File: src/rtl/k580vt57_pkg.sv
// Shared types, register map and mode bit positions for the K580VT57 (i8257
// compatible) four-channel DMA controller.
package k580vt57_pkg;

  localparam int NUM_CH = 4;

  typedef enum logic [2:0] {
    ST_IDLE,
    ST_S0,
    ST_S1,
    ST_S2,
    ST_S3,
    ST_S4
  } state_t;

  // Transfer type lives in count[15:14]
  typedef enum logic [1:0] {
    XF_VERIFY  = 2'b00,
    XF_WRITE   = 2'b01,
    XF_READ    = 2'b10,
    XF_ILLEGAL = 2'b11
  } xfer_t;

  localparam int MODE_ROTATE   = 4;
  localparam int MODE_EXTWR    = 5;
  localparam int MODE_TCSTOP   = 6;
  localparam int MODE_AUTOLOAD = 7;

  localparam logic [3:0] REG_MODE   = 4'd8;
  localparam int         CNT_MSB    = 13;
  localparam logic [1:0] AUTO_SRC   = 2'd3;
  localparam logic [1:0] AUTO_DST   = 2'd2;

  // Replace one byte of a 16-bit register, as selected by the first/last flip-flop.
  function automatic logic [15:0] set_byte(input logic [15:0] word, input logic hi,
                                           input logic [7:0] b);
    return hi ? {b, word[7:0]} : {word[15:8], b};
  endfunction

endpackage

File: src/rtl/k580vt57_prio.sv
// Combinational 4-way priority encoder; channel 'base' has the highest
// priority and priority falls with increasing channel number, modulo 4.
module k580vt57_prio
  import k580vt57_pkg::*;
(
  input  logic [NUM_CH-1:0] req,
  input  logic [1:0]        base,
  output logic [1:0]        win,
  output logic              valid
);

  logic [NUM_CH-1:0] rot;
  logic [1:0]        off;

  generate
    for (genvar gi = 0; gi < NUM_CH; gi++) begin : g_rot
      assign rot[gi] = req[2'(gi) + base];
    end
  endgenerate

  always_comb begin
    off = 2'd0;
    casez (rot)
      4'b???1: off = 2'd0;
      4'b??10: off = 2'd1;
      4'b?100: off = 2'd2;
      4'b1000: off = 2'd3;
      default: off = 2'd0;
    endcase
  end

  assign win   = off + base;
  assign valid = |req;

endmodule

File: src/rtl/k580vt57_dma.sv
// Four-channel DMA controller, register compatible with the K580VT57 / i8257:
// CPU register file, bus hold handshake and the S0..S4 transfer sequencer.
module k580vt57_dma
  import k580vt57_pkg::*;
#(
  parameter int CH_NUM = NUM_CH
) (
  input  logic        clk_sys,
  input  logic        reset,
  input  logic        ce_dma,
  input  logic [3:0]  iaddr,
  input  logic [7:0]  idata,
  output logic [7:0]  odata,
  input  logic        iwe_n,
  input  logic        ird_n,
  input  logic [3:0]  drq,
  output logic [3:0]  dack,
  output logic        hrq,
  input  logic        hlda,
  output logic [15:0] oaddr,
  output logic        aen,
  output logic        omemr_n,
  output logic        omemw_n,
  output logic        oior_n,
  output logic        oiow_n,
  output logic        tc
);

  logic [15:0] addr_reg [CH_NUM];
  logic [15:0] cnt_reg  [CH_NUM];
  logic [7:0]  mode_reg;
  logic [3:0]  tcflag_reg;
  logic        update_reg;
  logic        ff_reg;
  state_t      state_reg;
  logic [1:0]  ch_reg;
  logic [1:0]  last_reg;
  xfer_t       xfer_reg;
  logic        iwe_n_reg;
  logic        ird_n_reg;

  logic        wr_stb;
  logic        rd_done;
  logic        is_chreg;
  logic        is_mode;
  logic [1:0]  sel_ch;
  logic [3:0]  req;
  logic [1:0]  prio_base;
  logic [1:0]  prio_win;
  logic        prio_valid;
  logic        go_s1;
  logic [15:0] rd_word;

  assign wr_stb    = iwe_n_reg & ~iwe_n;
  assign rd_done   = ~ird_n_reg & ird_n;
  assign is_chreg  = ~iaddr[3];
  assign is_mode   = (iaddr == REG_MODE);
  assign sel_ch    = iaddr[2:1];
  assign req       = drq & mode_reg[3:0];
  // Rotating mode: the channel after the last one serviced is checked first
  assign prio_base = mode_reg[MODE_ROTATE] ? last_reg + 2'd1 : 2'd0;
  assign go_s1     = (state_reg == ST_S0 || state_reg == ST_S4) && hlda && prio_valid;

  k580vt57_prio u_prio (
    .req   (req),
    .base  (prio_base),
    .win   (prio_win),
    .valid (prio_valid)
  );

  always_comb begin
    rd_word = iaddr[0] ? cnt_reg[sel_ch] : addr_reg[sel_ch];
    odata   = 8'h00;
    if (is_chreg)
      odata = ff_reg ? rd_word[15:8] : rd_word[7:0];
    else if (is_mode)
      odata = {3'b000, update_reg, tcflag_reg};
  end

  always_ff @(posedge clk_sys or posedge reset) begin
    if (reset) begin
      for (int i = 0; i < CH_NUM; i++) begin
        addr_reg[i] <= 16'h0000;
        cnt_reg[i]  <= 16'h0000;
      end
      mode_reg   <= 8'h00;
      tcflag_reg <= 4'h0;
      update_reg <= 1'b0;
      ff_reg     <= 1'b0;
      state_reg  <= ST_IDLE;
      ch_reg     <= 2'd0;
      last_reg   <= 2'd3;
      xfer_reg   <= XF_VERIFY;
      iwe_n_reg  <= 1'b1;
      ird_n_reg  <= 1'b1;
      hrq        <= 1'b0;
      aen        <= 1'b0;
      tc         <= 1'b0;
      dack       <= 4'h0;
      oaddr      <= 16'h0000;
      omemr_n    <= 1'b1;
      omemw_n    <= 1'b1;
      oior_n     <= 1'b1;
      oiow_n     <= 1'b1;
    end else begin
      iwe_n_reg <= iwe_n;
      ird_n_reg <= ird_n;

      // CPU side first so that a same-tick sequencer update overrides it
      if (wr_stb) begin
        if (is_chreg) begin
          ff_reg <= ~ff_reg;
          if (iaddr[0]) begin
            cnt_reg[sel_ch] <= set_byte(cnt_reg[sel_ch], ff_reg, idata);
            if (mode_reg[MODE_AUTOLOAD] && sel_ch == AUTO_DST)
              cnt_reg[AUTO_SRC] <= set_byte(cnt_reg[AUTO_SRC], ff_reg, idata);
          end else begin
            addr_reg[sel_ch] <= set_byte(addr_reg[sel_ch], ff_reg, idata);
            if (mode_reg[MODE_AUTOLOAD] && sel_ch == AUTO_DST)
              addr_reg[AUTO_SRC] <= set_byte(addr_reg[AUTO_SRC], ff_reg, idata);
          end
        end else if (is_mode) begin
          mode_reg <= idata;
          ff_reg   <= 1'b0;
        end
      end
      if (rd_done) begin
        if (is_chreg)
          ff_reg <= ~ff_reg;
        else if (is_mode)
          tcflag_reg <= 4'h0;
      end

      if (ce_dma) begin
        case (state_reg)
          ST_IDLE: begin
            if (|req) begin
              hrq       <= 1'b1;
              state_reg <= ST_S0;
            end
          end
          ST_S0: begin
            if (!(|req)) begin
              hrq       <= 1'b0;
              state_reg <= ST_IDLE;
            end
          end
          ST_S1: begin
            state_reg <= ST_S2;
            if (xfer_reg == XF_READ) begin
              omemr_n <= 1'b0;
              if (mode_reg[MODE_EXTWR]) oiow_n <= 1'b0;
            end else if (xfer_reg == XF_WRITE) begin
              oior_n <= 1'b0;
              if (mode_reg[MODE_EXTWR]) omemw_n <= 1'b0;
            end
          end
          ST_S2: begin
            state_reg <= ST_S3;
            tc        <= (cnt_reg[ch_reg][CNT_MSB:0] == 14'd0);
            if (xfer_reg == XF_READ)
              oiow_n <= 1'b0;
            else if (xfer_reg == XF_WRITE)
              omemw_n <= 1'b0;
          end
          ST_S3: begin
            state_reg        <= ST_S4;
            omemr_n          <= 1'b1;
            omemw_n          <= 1'b1;
            oior_n           <= 1'b1;
            oiow_n           <= 1'b1;
            tc               <= 1'b0;
            addr_reg[ch_reg] <= addr_reg[ch_reg] + 16'd1;
            cnt_reg[ch_reg]  <= {cnt_reg[ch_reg][15:14], cnt_reg[ch_reg][CNT_MSB:0] - 14'd1};
            if (tc) begin
              tcflag_reg[ch_reg] <= 1'b1;
              if (mode_reg[MODE_TCSTOP])
                mode_reg[ch_reg] <= 1'b0;
              if (mode_reg[MODE_AUTOLOAD] && ch_reg == AUTO_DST) begin
                addr_reg[AUTO_DST] <= addr_reg[AUTO_SRC];
                cnt_reg[AUTO_DST]  <= cnt_reg[AUTO_SRC];
                update_reg         <= 1'b1;
              end
            end
          end
          ST_S4: begin
            if (!go_s1) begin
              hrq       <= 1'b0;
              aen       <= 1'b0;
              dack      <= 4'h0;
              state_reg <= ST_IDLE;
            end
          end
          default: state_reg <= ST_IDLE;
        endcase

        // Grant: latch the winner and put its address on the bus for S1
        if (go_s1) begin
          state_reg <= ST_S1;
          ch_reg    <= prio_win;
          last_reg  <= prio_win;
          xfer_reg  <= xfer_t'(cnt_reg[prio_win][15:14]);
          oaddr     <= addr_reg[prio_win];
          aen       <= 1'b1;
          dack      <= 4'b0001 << prio_win;
          if (prio_win == AUTO_DST)
            update_reg <= 1'b0;
        end
      end
    end
  end

endmodule
File: config.mk
export PLATFORM = sky130hd
export DESIGN_NAME = k580vt57_dma
export DESIGN_NICKNAME = d
export VERILOG_FILES = /design/src/rtl/k580vt57_pkg.sv /design/src/rtl/k580vt57_prio.sv /design/src/rtl/k580vt57_dma.sv
export SDC_FILE = /design/constraint.sdc
export NUM_CORES = 1
export LEC_CHECK = 0
export ABC_AREA = 1
export BUFFER_PORTS_ARGS = -buffer_cell sky130_fd_sc_hd__buf_2
export CAP_MARGIN = 15
export CORE_MARGIN = 8
export CORE_UTILIZATION = 55
export CTS_CLUSTER_DIAMETER = 150
export DETAILED_ROUTE_END_ITERATION = 12
export GPL_TIMING_DRIVEN = 1
export PLACE_DENSITY_LB_ADDON = 0.08
export SYNTH_ARGS = -nofsm -noshare
export SYNTH_HDL_FRONTEND = slang
export SYNTH_SLANG_ARGS = --single-unit
export TNS_END_PERCENT = 30
File: constraint.sdc
create_clock -name clk_sys -period 17.1 [get_ports clk_sys]
set_input_delay 2.565 -clock clk_sys [delete_from_list [all_inputs] [get_ports clk_sys]]
set_output_delay 2.565 -clock clk_sys [all_outputs]
set_load 0.02 [all_outputs]
==> summary.md, run 1 <==
| Metric | Value |
|---|---|
| Tmin final | `7720 ps` |
| Sequential Power Share | `0.282` |
| Placer Congestion | `1.01` |
| Largest area contributor in the netlist | `dfrtp_1` |
| Actual slew at the worst max-slew pin | `1180 ps` |
| CP arrival | `5160 ps` |
| Family with the most delay on the worst path | `buffers and inverters` |
| Crit-path cells | `buf_2, nand2_1, buf_4, inv_2, buf_4, nand2_1, nand4_1, nand2_1, nand2_1, a21oi_1, o31ai_1, buf_2` |
| Final clock skew | `13.9 ps` |
| WL final | `57200 um` |
| Critical path fanouts, max | `44` |
| Reg area | `4520 um^2` |
| Clock power share | `0.132` |
| Synth Flop Type | `dfrtp_1` |
| Sink Count | `180` |
| Max-slew headroom | `0.212` |
| Post-synthesis cell area | `14200 um^2` |
| Per-cell routed wire length | `21.7 um` |
| Vias in the first global route | `14853` |
| Starting Density | `0.554` |
| Die area | `31300 um^2` |
| # hold bufs at CTS | `0` |
| Die Wd | `177 um` |
| Clk_lat worst skew | `450 ps` |
| Number of flops mapped to enable cells by yosys | `0` |
| Synth Area per Inst | `6.17 um^2` |
| Crit-path slowest cell | `o31ai_1` |
| Endpoints failing hold | `0` |
| DR vias/cell | `6.04` |
| Row count | `59` |
| CTS clk-pin slew, worst paths | `80 ps` |
| Cell mode on critical path | `nand2_1` |
| Sequential share of the synthesized area | `0.317` |
| HP Class | `register to register` |
| Worst Path Required | `14530 ps` |
| Nets | `2314` |
| Crit. End Element | `output port` |
| Fin Hold WS | `469 ps` |
| Grt met3 use | `0.0796` |
| Largest net degree at the start of global routing | `113` |
| Gates resized, CTS repair | `0` |
| Post-Syn Instances | `2307` |
| Met1 usage | `0.482` |
| Status | `finished, final reports clean` |
| Busiest grt layer | `met2` |
| Total number of vias | `15918` |
| Num CTS Buffers | `17` |
| P_leak | `7.96 nW` |
| Number of distinct library cells after synthesis | `49` |
| Final Cycle Share | `0.452` |
| Grt ovf | `0` |
| Cell internal pwr | `1.36 mW` |
| Critical path type | `input pin to output port` |
| Synth async-reset ratio | `1.00` |
| Remaining DRCs | `0` |
| CTS max path bufs | `2` |
| Clock root buffer | `clkbuf_16` |
| Ranking of synthesized cells by area | `dfrtp_1 30%, nand2_1 23%, o21ai_0 6.6%` |
| Max VDD drop | `0.154 mV` |
| Multi-input logic area | `8210 um^2` |
| First-pass GRT wire length | `87500 um` |
| Final setup fails | `0` |
| Crit start category | `input pin` |
| Postcts setup bufs | `0` |
| Max cap viols | `0` |
| Antenna Cells | `0` |
| Yosys warns | `0` |
| F_max | `129 MHz` |
| Syn Nets | `2332` |
| Logic pwr share | `0.586` |
| CTS tree | `yes` |
| Initial antenna violation count | `1` |
| Yosys top cell area share | `0.303` |
| RSZ-0062 raised after global routing | `no` |
| Hpwl dp | `38700 um` |
| Pwr dens | `203 nW/um^2` |
| Switching share of total power | `0.558` |
| Switching power | `1.71 mW` |
| Core Footprint | `25700 um^2` |
| Post-DRT Antenna Nets | `0` |
| IO buf count | `56` |
| Layout cell share with drive strength beyond 1 | `0.103` |
| Htree depth | `4` |
| IO Count | `57` |
| Drt initial violations | `2229` |
| Fill cells | `2599` |
| Slew Viols, Final | `0` |
| Sum Neg Setup Slack | `0 ps` |
| TritonRoute pass-1 iters | `8` |
| Met2 Usage GRT | `0.551` |
| Slowest Stage Delay on Critical Path | `580 ps` |
| Die height | `177 um` |
| Synthesized flop and latch total | `180` |
| Area Growth Syn to Fin | `6.46%` |
| WP buf/inv | `5` |
| Gr usage total | `0.364` |
## per-layer routing
metal | part of all wire | vias to the layer above
met5 | 0.00028 | -
met4 | 0.057 | 2
met3 | 0.12 | 238
met2 | 0.43 | 1080
met1 | 0.39 | 7232
li1 | - | 7366
## cell type report
cell class / count / share of cell area
flip-flops and latches: 180 / 0.298
well taps: 335 / 0.0277
multi-input cells: 1764 / 0.542
clock inverters: 14 / 0.00934
clock buffers: 18 / 0.0290
repair buffers: 85 / 0.0329
inverters: 241 / 0.0604
## worst register-to-register path: stages (launching register included)
cell	delay [ps]
dfrtp_2	390
buf_4	310
inv_2	580
nand2_1	180
nor2_2	140
buf_4	490
inv_1	610
nor2_2	540
inv_1	350
o22ai_1	220
a21oi_1	60
## power groups by stage
stage	logic [mW]	clock network (mW)	registers (mW)
5_1_grt	1.98	0.422	0.875
3_5_place_dp	1.74	0	0.849
3_3_place_gp	1.72	0	0.856
4_1_cts	1.75	0.406	0.843
2_1_floorplan	1.31	0	0.782
6_report	1.80	0.405	0.864
## cell usage in the layout (no fill, tap or decap), types with 3 or more instances in the layout
master	count
nand2_2	23
nor2_4	11
inv_1	219
nor2_1	121
inv_8	5
mux2i_1	6
o221ai_1	4
xor2_1	8
inv_2	19
a31oi_1	6
nand4_1	18
clkbuf_16	17
o211ai_1	19
dfrtp_1	170
o21bai_1	9
buf_2	56
inv_6	3
dfstp_2	8
o22ai_1	12
buf_4	29
a21oi_1	146
a21oi_2	3
nand3_1	157
nand2_1	887
or2_2	4
o21ai_1	36
nor2_2	28
nand3_2	10
a22oi_1	44
o21ai_0	187
## logic make-up after synthesis
family | share of synthesized area
and+or+nand+nor | 0.377
DFF | 0.317
xor gates and xnor gates | 0.00783
muxes | 0.00422
AOI/OAI and AO/OA | 0.184
adders and majority gates | 0.00264
buffers and inverters | 0.107
## worst paths after layout
path / slack, ps / startpoint / end / cells after the start
worst max-delay path: 9380 / iaddr[2] / odata[3] / 12
worst min-delay path: 470 / oior_n / oior_n / 2
worst max register to register: 13110 / ch_reg[0] / cnt_reg[16] / 10
worst min register to register: 470 / oior_n / oior_n / 2
max in group asynchronous: 13340 / reset / ff_reg / 3
min in group asynchronous: 2230 / reset / aen / 2
## metrics by stage
stage / worst slack (ps) / power [mW] / cell area (um^2) / instances / utilization
after floorplan: 9660 / 2.09 / 14200 / 2307 / -
after global placement: 9610 / 2.58 / 14600 / 2605 / 0.567
after detailed placement: 9550 / 2.59 / 14600 / 2605 / 0.567
after CTS: 9530 / 3.00 / 15100 / 2637 / 0.589
after global routing: 9360 / 3.28 / 15100 / 2637 / 0.589
final: 9380 / 3.07 / 15100 / 2637 / 0.589
## synthesized netlist by cell type (18+ instances only)
master    number
o211ai_1      19
o21ai_1       36
a22oi_1       44
inv_1        221
nand4_1       18
nor2_1       126
buf_2         36
dfrtp_1      172
a21oi_1      146
o21ai_0      187
inv_2         18
nand2_2       23
nand3_1      157
nand2_1      887
nor2_2        25
clkbuf_1      62
Power figures use the tool's default switching activity.
==> inputs of run 2 (changes only) <==
==> constraint.sdc (replaced) <==
create_clock -name clk_sys -period 7.3 [get_ports clk_sys]
set_input_delay 1.095 -clock clk_sys [delete_from_list [all_inputs] [get_ports clk_sys]]
set_output_delay 1.095 -clock clk_sys [all_outputs]
set_load 0.02 [all_outputs]
==> run 2 against run 1 <==
Utilization fell by 0.12 points. Clock skew grew 3.1 ps. Global-route usage is 0.39 points lower. Combinational power grew 140%. Setup slack lost 6800 ps. Sequential share of layout area rose by 0.059 points. Critical path type unchanged.
==> summary.md, run 2 (same netlist as run 1, synthesis figures left out) <==
| Metric | Value |
|---|---|
| Die Wd | `177 um` |
| WP buf/inv | `5` |
| Vias in the first global route | `15063` |
| Starting Density | `0.554` |
| Overall Power | `7.14 mW` |
| Max VDD drop | `0.267 mV` |
| Max cap viols | `0` |
| Finished Layout Cells | `2632` |
| Antenna Cells | `0` |
| WL final | `56100 um` |
| Drt initial violations | `2413` |
| CP arrival | `3620 ps` |
| Slew Viols, Final | `0` |
| F_max | `212 MHz` |
| Area Growth Syn to Fin | `6.25%` |
| P_leak | `7.95 nW` |
| Die area | `31300 um^2` |
| Switching power | `3.94 mW` |
| Row count | `59` |
| Num CTS Buffers | `17` |
| Most frequent cells in the layout | `887 x nand2_1, 219 x inv_1, 187 x o21ai_0` |
| Remaining DRCs | `0` |
| Commonest non-fill, non-tap cell in the layout | `nand2_1` |
| Sink Count | `180` |
| Grt ovf | `0` |
| Sequential Power Share | `0.269` |
| RSZ-0062 raised after global routing | `no` |
| IO Count | `57` |
| Critical path fanouts, max | `41` |
| Initial antenna violation count | `0` |
| Gr usage total | `0.360` |
| Status | `finished, final reports clean` |
| Core Footprint | `25700 um^2` |
| Crit-path slowest cell | `inv_2` |
| Hpwl dp | `36800 um` |
| Actual slew at the worst max-slew pin | `1120 ps` |
| Inst Count DP | `2601` |
| Final setup fails | `0` |
| Final clock skew | `16.9 ps` |
| Total number of vias | `16038` |
| Htree depth | `4` |
| Final Cycle Share | `0.647` |
| CTS max path bufs | `2` |
| Critical path type | `input pin to output port` |
| Gates resized, CTS repair | `0` |
| Clock power share | `0.137` |
| TritonRoute pass-1 iters | `7` |
| Layout cell share with drive strength beyond 1 | `0.100` |
| Crit-path cells | `buf_2, nand2_1, buf_4, inv_2, buf_4, nand2_1, nand4_1, o21ai_0, o22ai_1, nand2_1, nand2_1, buf_2` |
| Final Util | `0.588` |
| Slowest Stage Delay on Critical Path | `630 ps` |
| Crit. End Element | `output port` |
| Sum Neg Setup Slack | `0 ps` |
| Die height | `177 um` |
| Post-DRT Antenna Nets | `0` |
| HP Class | `register to register` |
| Worst Path Required | `6200 ps` |
| Tmin final | `4720 ps` |
| Fill cells | `2557` |
| IO buf count | `56` |
| Cell internal pwr | `3.20 mW` |
| Cell mode on critical path | `nand2_1` |
| Logic pwr share | `0.594` |
| CTS tree | `yes` |
| Pwr dens | `472 nW/um^2` |
| Crit start category | `input pin` |
| Flop-to-flop setup slack | `3170 ps` |
| Clk_lat worst skew | `460 ps` |
| Postcts setup bufs | `0` |
| Max-slew headroom | `0.250` |
| # hold bufs at CTS | `0` |
| Per-cell routed wire length | `21.3 um` |
| Nets | `2310` |
| Largest net degree at the start of global routing | `121` |
| Endpoints failing hold | `0` |
| Family with the most delay on the worst path | `buffers and inverters` |
| First-pass GRT wire length | `87100 um` |
| Clock root buffer | `clkbuf_16` |
| Placer Congestion | `0.953` |
| CTS clk-pin slew, worst paths | `80 ps` |
| Switching share of total power | `0.552` |
| DR vias/cell | `6.09` |
## run 2: cell types whose count changed in the layout (fill, tap and decap cells not counted), sizes merged
cell | before | now
buf | 85 | 81
clkinv | 6 | 4
inv | 247 | 249
bufinv | 0 | 1
clkbuf | 18 | 17
clkinvlp | 2 | 1
## run 2: final cells by class
cell class	count	area, um^2	share of cell area
tap	335	419	0.0277
multi-input combinational	1764	8210	0.543
sequential	180	4520	0.299
timing repair buffer	81	468	0.0310
inverter	241	915	0.0605
clock inverter	14	158	0.0104
clock buffer	17	425	0.0282
## run 2: worst paths after layout
check / endpoint / cells past startpoint / startpoint
setup / recovery: odata[4] / 12 / iaddr[2]
hold / removal: aen / 2 / aen
setup reg to reg: update_reg / 14 / last_reg[0]
hold reg to reg: aen / 2 / aen
max in group asynchronous: ff_reg / 3 / reset
min in group asynchronous: hrq / 2 / reset
## run 2: power groups by stage
stage / Clock [mW] / Combinational (mW) / Sequential (mW)
CTS: 0.970 / 4.11 / 1.90
floorplan: 0 / 3.06 / 1.83
detailed placement: 0 / 4.09 / 1.91
global placement: 0 / 4.05 / 1.90
finish: 0.978 / 4.24 / 1.92
global route: 1.01 / 4.65 / 1.98
## run 2: layer usage
metal,share of wire,track usage
met3,0.12,0.0704
met2,0.42,0.533
met5,0,0
met4,0.064,0.213
met1,0.39,0.482
## run 2: per-stage QoR
| stage | setup slack, ps | hold slack (ps) | area, um^2 |
|---|---|---|---|
| 6_report | 2580 | 469 | 15100 |
| 2_1_floorplan | 1330 | 448 | 14200 |
| 5_1_grt | 2430 | 496 | 15100 |
| 3_3_place_gp | 2740 | 456 | 14500 |
| 4_1_cts | 2660 | 470 | 15100 |
| 3_5_place_dp | 2630 | 453 | 14500 |
## run 2: worst min-delay path: stages (launching register included)
cell	delay (ps)
dfrtp_1	340
nand2_1	50
nand2_1	50
